[src/rtl/serial_adder.sv]
// ---------------------------------------------------------------------------
// serial_adder -- bit-serial WIDTH-bit adder.
//
// Two operands are captured on an accepted start and summed one bit per clock,
// LSB first. The per-bit full adder is two half_adder cells plus an OR, and a
// carry flip-flop carries between bits. The result (sum + carry-out) is
// registered when the last bit is processed and a one-cycle done pulse marks it.
//
// Optional feature macro: SERIAL_ADDER_CIN_EN
//   defined   -> adds input cin, captured with a/b, seeds the carry FF
//   undefined -> no cin port, carry FF starts at 0
//
// Ports:
//   clk    in   rising-edge clock
//   rst    in   synchronous active-high reset
//   start  in   request, honoured only while ready=1
//   cin    in   carry-in (only with SERIAL_ADDER_CIN_EN)
//   a, b   in   WIDTH-bit operands, captured on accepted start
//   ready  out  1 in IDLE
//   busy   out  1 while bits are being shifted
//   done   out  one-cycle pulse, sum/carry valid
//   sum    out  WIDTH-bit result, held until the next completion
//   carry  out  carry-out of the MSB, held with sum
// ---------------------------------------------------------------------------

module half_adder (
    input  logic i_a,
    input  logic i_b,
    output logic o_s,
    output logic o_c
);
    assign o_s = i_a ^ i_b;
    assign o_c = i_a & i_b;
endmodule

module serial_adder #(
    parameter int WIDTH = 4
) (
    input  logic             clk,
    input  logic             rst,
    input  logic             start,
`ifdef SERIAL_ADDER_CIN_EN
    input  logic             cin,
`endif
    input  logic [WIDTH-1:0] a,
    input  logic [WIDTH-1:0] b,
    output logic             ready,
    output logic             busy,
    output logic             done,
    output logic [WIDTH-1:0] sum,
    output logic             carry
);
    // Wide enough to hold WIDTH so the count never wraps, even at WIDTH=1.
    localparam int CW = $clog2(WIDTH + 1);

    typedef enum logic [1:0] {S_IDLE, S_SHIFT, S_DONE} state_t;

    state_t           r_state, w_next;
    logic [WIDTH-1:0] r_a_sr, r_b_sr, r_sum_sr, w_sum_sr_next;
    logic [WIDTH-1:0] r_sum;
    logic             r_carry, r_done, r_c;
    logic [CW-1:0]    r_cnt;
    logic             w_ha0_s, w_ha0_c, w_s, w_ha1_c, w_c_next;
    logic             w_last, w_cin;

`ifdef SERIAL_ADDER_CIN_EN
    assign w_cin = cin;
`else
    assign w_cin = 1'b0;
`endif

    // Full adder for the current bit: (a^b) then (+c), carries ORed.
    half_adder u_ha0 (.i_a(r_a_sr[0]), .i_b(r_b_sr[0]), .o_s(w_ha0_s), .o_c(w_ha0_c));
    half_adder u_ha1 (.i_a(w_ha0_s),   .i_b(r_c),       .o_s(w_s),     .o_c(w_ha1_c));
    assign w_c_next = w_ha0_c | w_ha1_c;

    assign w_last = (r_cnt == CW'(WIDTH - 1));

    // New sum bit enters at the MSB; after WIDTH shifts bit 0 lands at LSB.
    generate
        if (WIDTH == 1) begin : g_w1
            assign w_sum_sr_next = w_s;
        end else begin : g_wn
            assign w_sum_sr_next = {w_s, r_sum_sr[WIDTH-1:1]};
        end
    endgenerate

    // State register
    always_ff @(posedge clk) begin
        if (rst) r_state <= S_IDLE;
        else     r_state <= w_next;
    end

    // Next-state logic
    always_comb begin
        w_next = r_state;
        case (r_state)
            S_IDLE:  if (start)  w_next = S_SHIFT;
            S_SHIFT: if (w_last) w_next = S_DONE;
            S_DONE:              w_next = S_IDLE;
            default:             w_next = S_IDLE;
        endcase
    end

    // Output decode
    always_comb begin
        ready = (r_state == S_IDLE);
        busy  = (r_state == S_SHIFT);
    end

    // Datapath
    always_ff @(posedge clk) begin
        if (rst) begin
            r_a_sr   <= '0;
            r_b_sr   <= '0;
            r_sum_sr <= '0;
            r_c      <= 1'b0;
            r_cnt    <= '0;
            r_sum    <= '0;
            r_carry  <= 1'b0;
            r_done   <= 1'b0;
        end else begin
            r_done <= (r_state == S_SHIFT) && w_last;
            case (r_state)
                S_IDLE: begin
                    if (start) begin
                        r_a_sr   <= a;
                        r_b_sr   <= b;
                        r_c      <= w_cin;
                        r_cnt    <= '0;
                        r_sum_sr <= '0;
                    end
                end
                S_SHIFT: begin
                    r_c      <= w_c_next;
                    r_sum_sr <= w_sum_sr_next;
                    r_a_sr   <= r_a_sr >> 1;
                    r_b_sr   <= r_b_sr >> 1;
                    r_cnt    <= r_cnt + CW'(1);
                    // Result is exposed only here, never mid-add.
                    if (w_last) begin
                        r_sum   <= w_sum_sr_next;
                        r_carry <= w_c_next;
                    end
                end
                default: ;
            endcase
        end
    end

    assign done  = r_done;
    assign sum   = r_sum;
    assign carry = r_carry;

endmodule

[config.mk]
export PLATFORM = sky130hd
export DESIGN_NAME = serial_adder
export DESIGN_NICKNAME = d
export VERILOG_FILES = /design/src/rtl/serial_adder.sv
export SDC_FILE = /design/constraint.sdc
export NUM_CORES = 1
export LEC_CHECK = 0
export CAP_MARGIN = 40
export CORE_MARGIN = 2
export CORE_UTILIZATION = 52
export DETAILED_ROUTE_END_ITERATION = 10
export PLACE_DENSITY_LB_ADDON = 0.25
export SETUP_SLACK_MARGIN = 0.2
export SYNTH_ARGS = -nofsm -noshare
export SYNTH_HDL_FRONTEND = slang
export SYNTH_SLANG_ARGS = --single-unit
export TNS_END_PERCENT = 100
[constraint.sdc]
create_clock -name clk -period 2.15 [get_ports clk]
set_input_delay 0.5375 -clock clk [delete_from_list [all_inputs] [get_ports clk]]
set_output_delay 0.5375 -clock clk [all_outputs]
set_load 0.03 [all_outputs]
==> metrics.md <==
| Metric | Value |
|---|---|
| Hold WC Path Type | flop to flop |
| Final setup violation count | 0 |
| H-Tree Level Count | 1 |
| Post-synth top cells | dfxtp_1 (23), nor2_1 (14), a21oi_1 (11) |
| Leak | 0.431 nW |
| Count leader, synth | dfxtp_1 |
| Area leader, netlist | dfxtp_1 |
| Worst Path Arrival | 1.34 ns |
| Total GRT Usage | 17.8% |
| Crit path launch | r_state[0]$_SDFFE_PP0P_ |
| Clock Latency Late Sink | 0.30 ns |
| NetSw | 188 uW |
| Internal cell power | 560 uW |
| Vias/cell | 5.56 |
| Post-synth top area share | 50.6% |
| Fin. max-slew vios | 0 |
| Post-Syn Area | 910 um2 |
| P&R area growth vs syn | 22.4% |
| Total routed wirelength | 1.72 mm |
| Fmax | 532 MHz |
| Synth Area per Inst | 9.78 um2 |
| Power per Cell Area | 672 mW/mm2 |
| Sequential area share after synthesis | 50.6% |
| Routed vias | 723 |
| Max cap viols | 0 |
| Dominant synthesized flop cell | dfxtp_1 |
| Crit start category | flop |
| Post-synthesis async set-or-reset flop share | 0% |
| Combinational power share | 12.7% |
| CTS buffer count | 3 |
| TritonCTS clock tree | done |
| CP Data Required Time | 1.61 ns |
| Outcome | finished, final reports clean |
| Clock Skew | 0.00246 ns |
| Largest net degree at the start of global routing | 24 |
| Drt wl/cell | 13.2 um |
| Reg-to-Reg Start | r_cnt[0]$_SDFFE_PP0P_ |
| Vias in the first global route | 600 |
| Clock Tree Buf Depth | 2 |
| Iteration count of the initial detailed-routing pass | 5 |
| PortBufs | 18 |
| Total power | 748 uW |
| Final ANT Viol Nets | 0 |
| Die X-Extent | 45.8 um |
| Switching share of power | 25.1% |
| Antenna violations before repair | 0 |
| Remaining DRCs | 0 |
| Leading post-synthesis cells by cell area | dfxtp_1 (51%), o221a_2 (7.4%), a21oi_1 (6.1%) |
| Unrepaired setup endpoints after global routing | false |
| IO Count | 19 |
| Net count reported at finish | 128 |
| Core area | 0.00169 mm2 |
| Number of flops mapped to enable cells by yosys | 0 |
| Rows | 15 |
| Die area | 0.00210 mm2 |
| DR iter-0 viols | 5 |
| Slew margin rel. | 70.1% |
| Global-route wire length before repair | 2.66 mm |
| Inserted Diodes | 0 |
| Hpwl dp | 1.22 mm |
| Synthesized flop and latch total | 23 |
| Seq pwr share | 61.0% |
| Clock transition at path regs | 0.12 ns |
| Setup TNS | 0 ns |
| Crit-path max FO | 6 |
| Final Critical Period | 1.88 ns |
| Routability cong. | 0.695 |
| Min-delay src | sum[2]$_SDFFE_PP0P_ |
| Final hold vios | 0 |
| Worst Path Class, Setup | flop to primary output |
| Postcts setup bufs | 0 |
| Starting Density | 53.9% |
| Maximum VDD drop | 0.000383 V |
| Hold depth | 2 |
| Tcrit/Tclk final | 87.4% |
| Mapped Cells | 93 |
| Clock share of power | 26.4% |
| Layout cell share with drive strength beyond 1 | 12.4% |
| Worst slew pin tran | 0.447 ns |
| Root buffer cell | clkbuf_4 |
| Worst Reg-to-Reg Cells | 5 |
| Syn_nets | 107 |
| CP Capture Type | primary output |
| CTS Sinks | 23 |
| Grt total ovfl | 0 |
| Ys Warns | 0 |
| Die height | 45.8 um |
| Distinct cells, synth | 19 |
[layout make-up]
| type | instances | area [um2] |
|---|---|---|
| clock buffers | 3 | 22.5 |
| fillers | 156 | 576 |
| repair buffers | 20 | 194 |
| clock inverters | 1 | 5.00 |
| well taps | 17 | 21.3 |
| multi-input cells | 58 | 380 |
| inverters | 8 | 30.0 |
| flip-flops and latches | 23 | 460 |
[power groups by stage]
stage                     sequential, mW  combinational (mW)  clock (mW)
final                              0.456              0.0947       0.197
after floorplan                    0.462              0.0655           0
after detailed placement           0.466              0.0970           0
after global placement             0.464              0.0941           0
after CTS                          0.456              0.0956       0.200
after global routing               0.458               0.104       0.216
[per-layer routing]
layer / global-route usage [%] / wire length [um] / vias to the layer above
met5: 0 / 0 / -
met4: 8.57 / 24 / 0
met3: 3.57 / 68 / 4
met2: 29.3 / 811 / 19
met1: 22.1 / 811 / 334
li1: - / - / 366
[through the flow]
| step | instance area (um2) | worst slack (ns) | instances | hold slack (ns) | util [%] |
|---|---|---|---|---|---|
| floorplan | 910 | 0.639 | 93 | 0.443 | - |
| global placement | 1090 | 0.352 | 126 | 0.443 | 64.4 |
| detailed placement | 1090 | 0.255 | 126 | 0.449 | 64.4 |
| CTS | 1110 | 0.245 | 130 | 0.466 | 65.9 |
| global route | 1110 | 0.201 | 130 | 0.479 | 65.9 |
| finish | 1110 | 0.270 | 130 | 0.465 | 65.9 |
[path summary, 6_finish.rpt]
kind | slack, ns | endpoint
max | 0.27 | busy
min reg2reg | 0.46 | sum[2]$_SDFFE_PP0P_
min | 0.46 | sum[2]$_SDFFE_PP0P_
max reg2reg | 0.74 | sum[1]$_SDFFE_PP0P_
[cells in the final DEF (no fill, tap or decap), types with 3 or more instances in the layout]
cell type | Yosys | final
dfxtp_1 | 23 | 23
clkdlybuf4s50_1 | 0 | 16
nor2_1 | 14 | 14
a21oi_1 | 11 | 11
inv_1 | 8 | 8
nand2_1 | 6 | 6
o221a_2 | 6 | 6
a22oi_1 | 6 | 6
nand3_1 | 5 | 5
clkbuf_4 | 0 | 3
[repair_timing]
item	4_1_cts	5_1_grt
gates resized for setup	2	1
hold buffers	0	0
setup endpoints to repair	2	1
endpoints found under the hold margin	0	0
gates cloned	0	0
[flip-flops by register name, indices dropped and copies added (netlist names)]
| register | flops |
|---|---|
| sum | 4 |
| r_sum_sr | 3 |
| carry | 1 |
| done | 1 |
| r_a_sr | 4 |
| r_c | 1 |
| r_b_sr | 4 |
| r_state | 2 |
| r_cnt | 3 |
[critical path, cell delays in order, from the launching register on]
cell and delay, ns:
dfxtp_1 0.45, nor2b_4 0.18, dlygate4sd2_1 0.40
[logic make-up after synthesis]
group                    after synthesis  synth area share, %
AND/OR/NAND/NOR                       27                 13.3
multiplexers                           1                 1.10
AO/OA/AOI/OAI                         27                 22.4
flip-flops                            23                 50.6
adder cells (fa/ha/maj)                3                 4.95
buffers and inverters                 12                 7.57
Note: power is estimated with default switching activity, not from simulation.
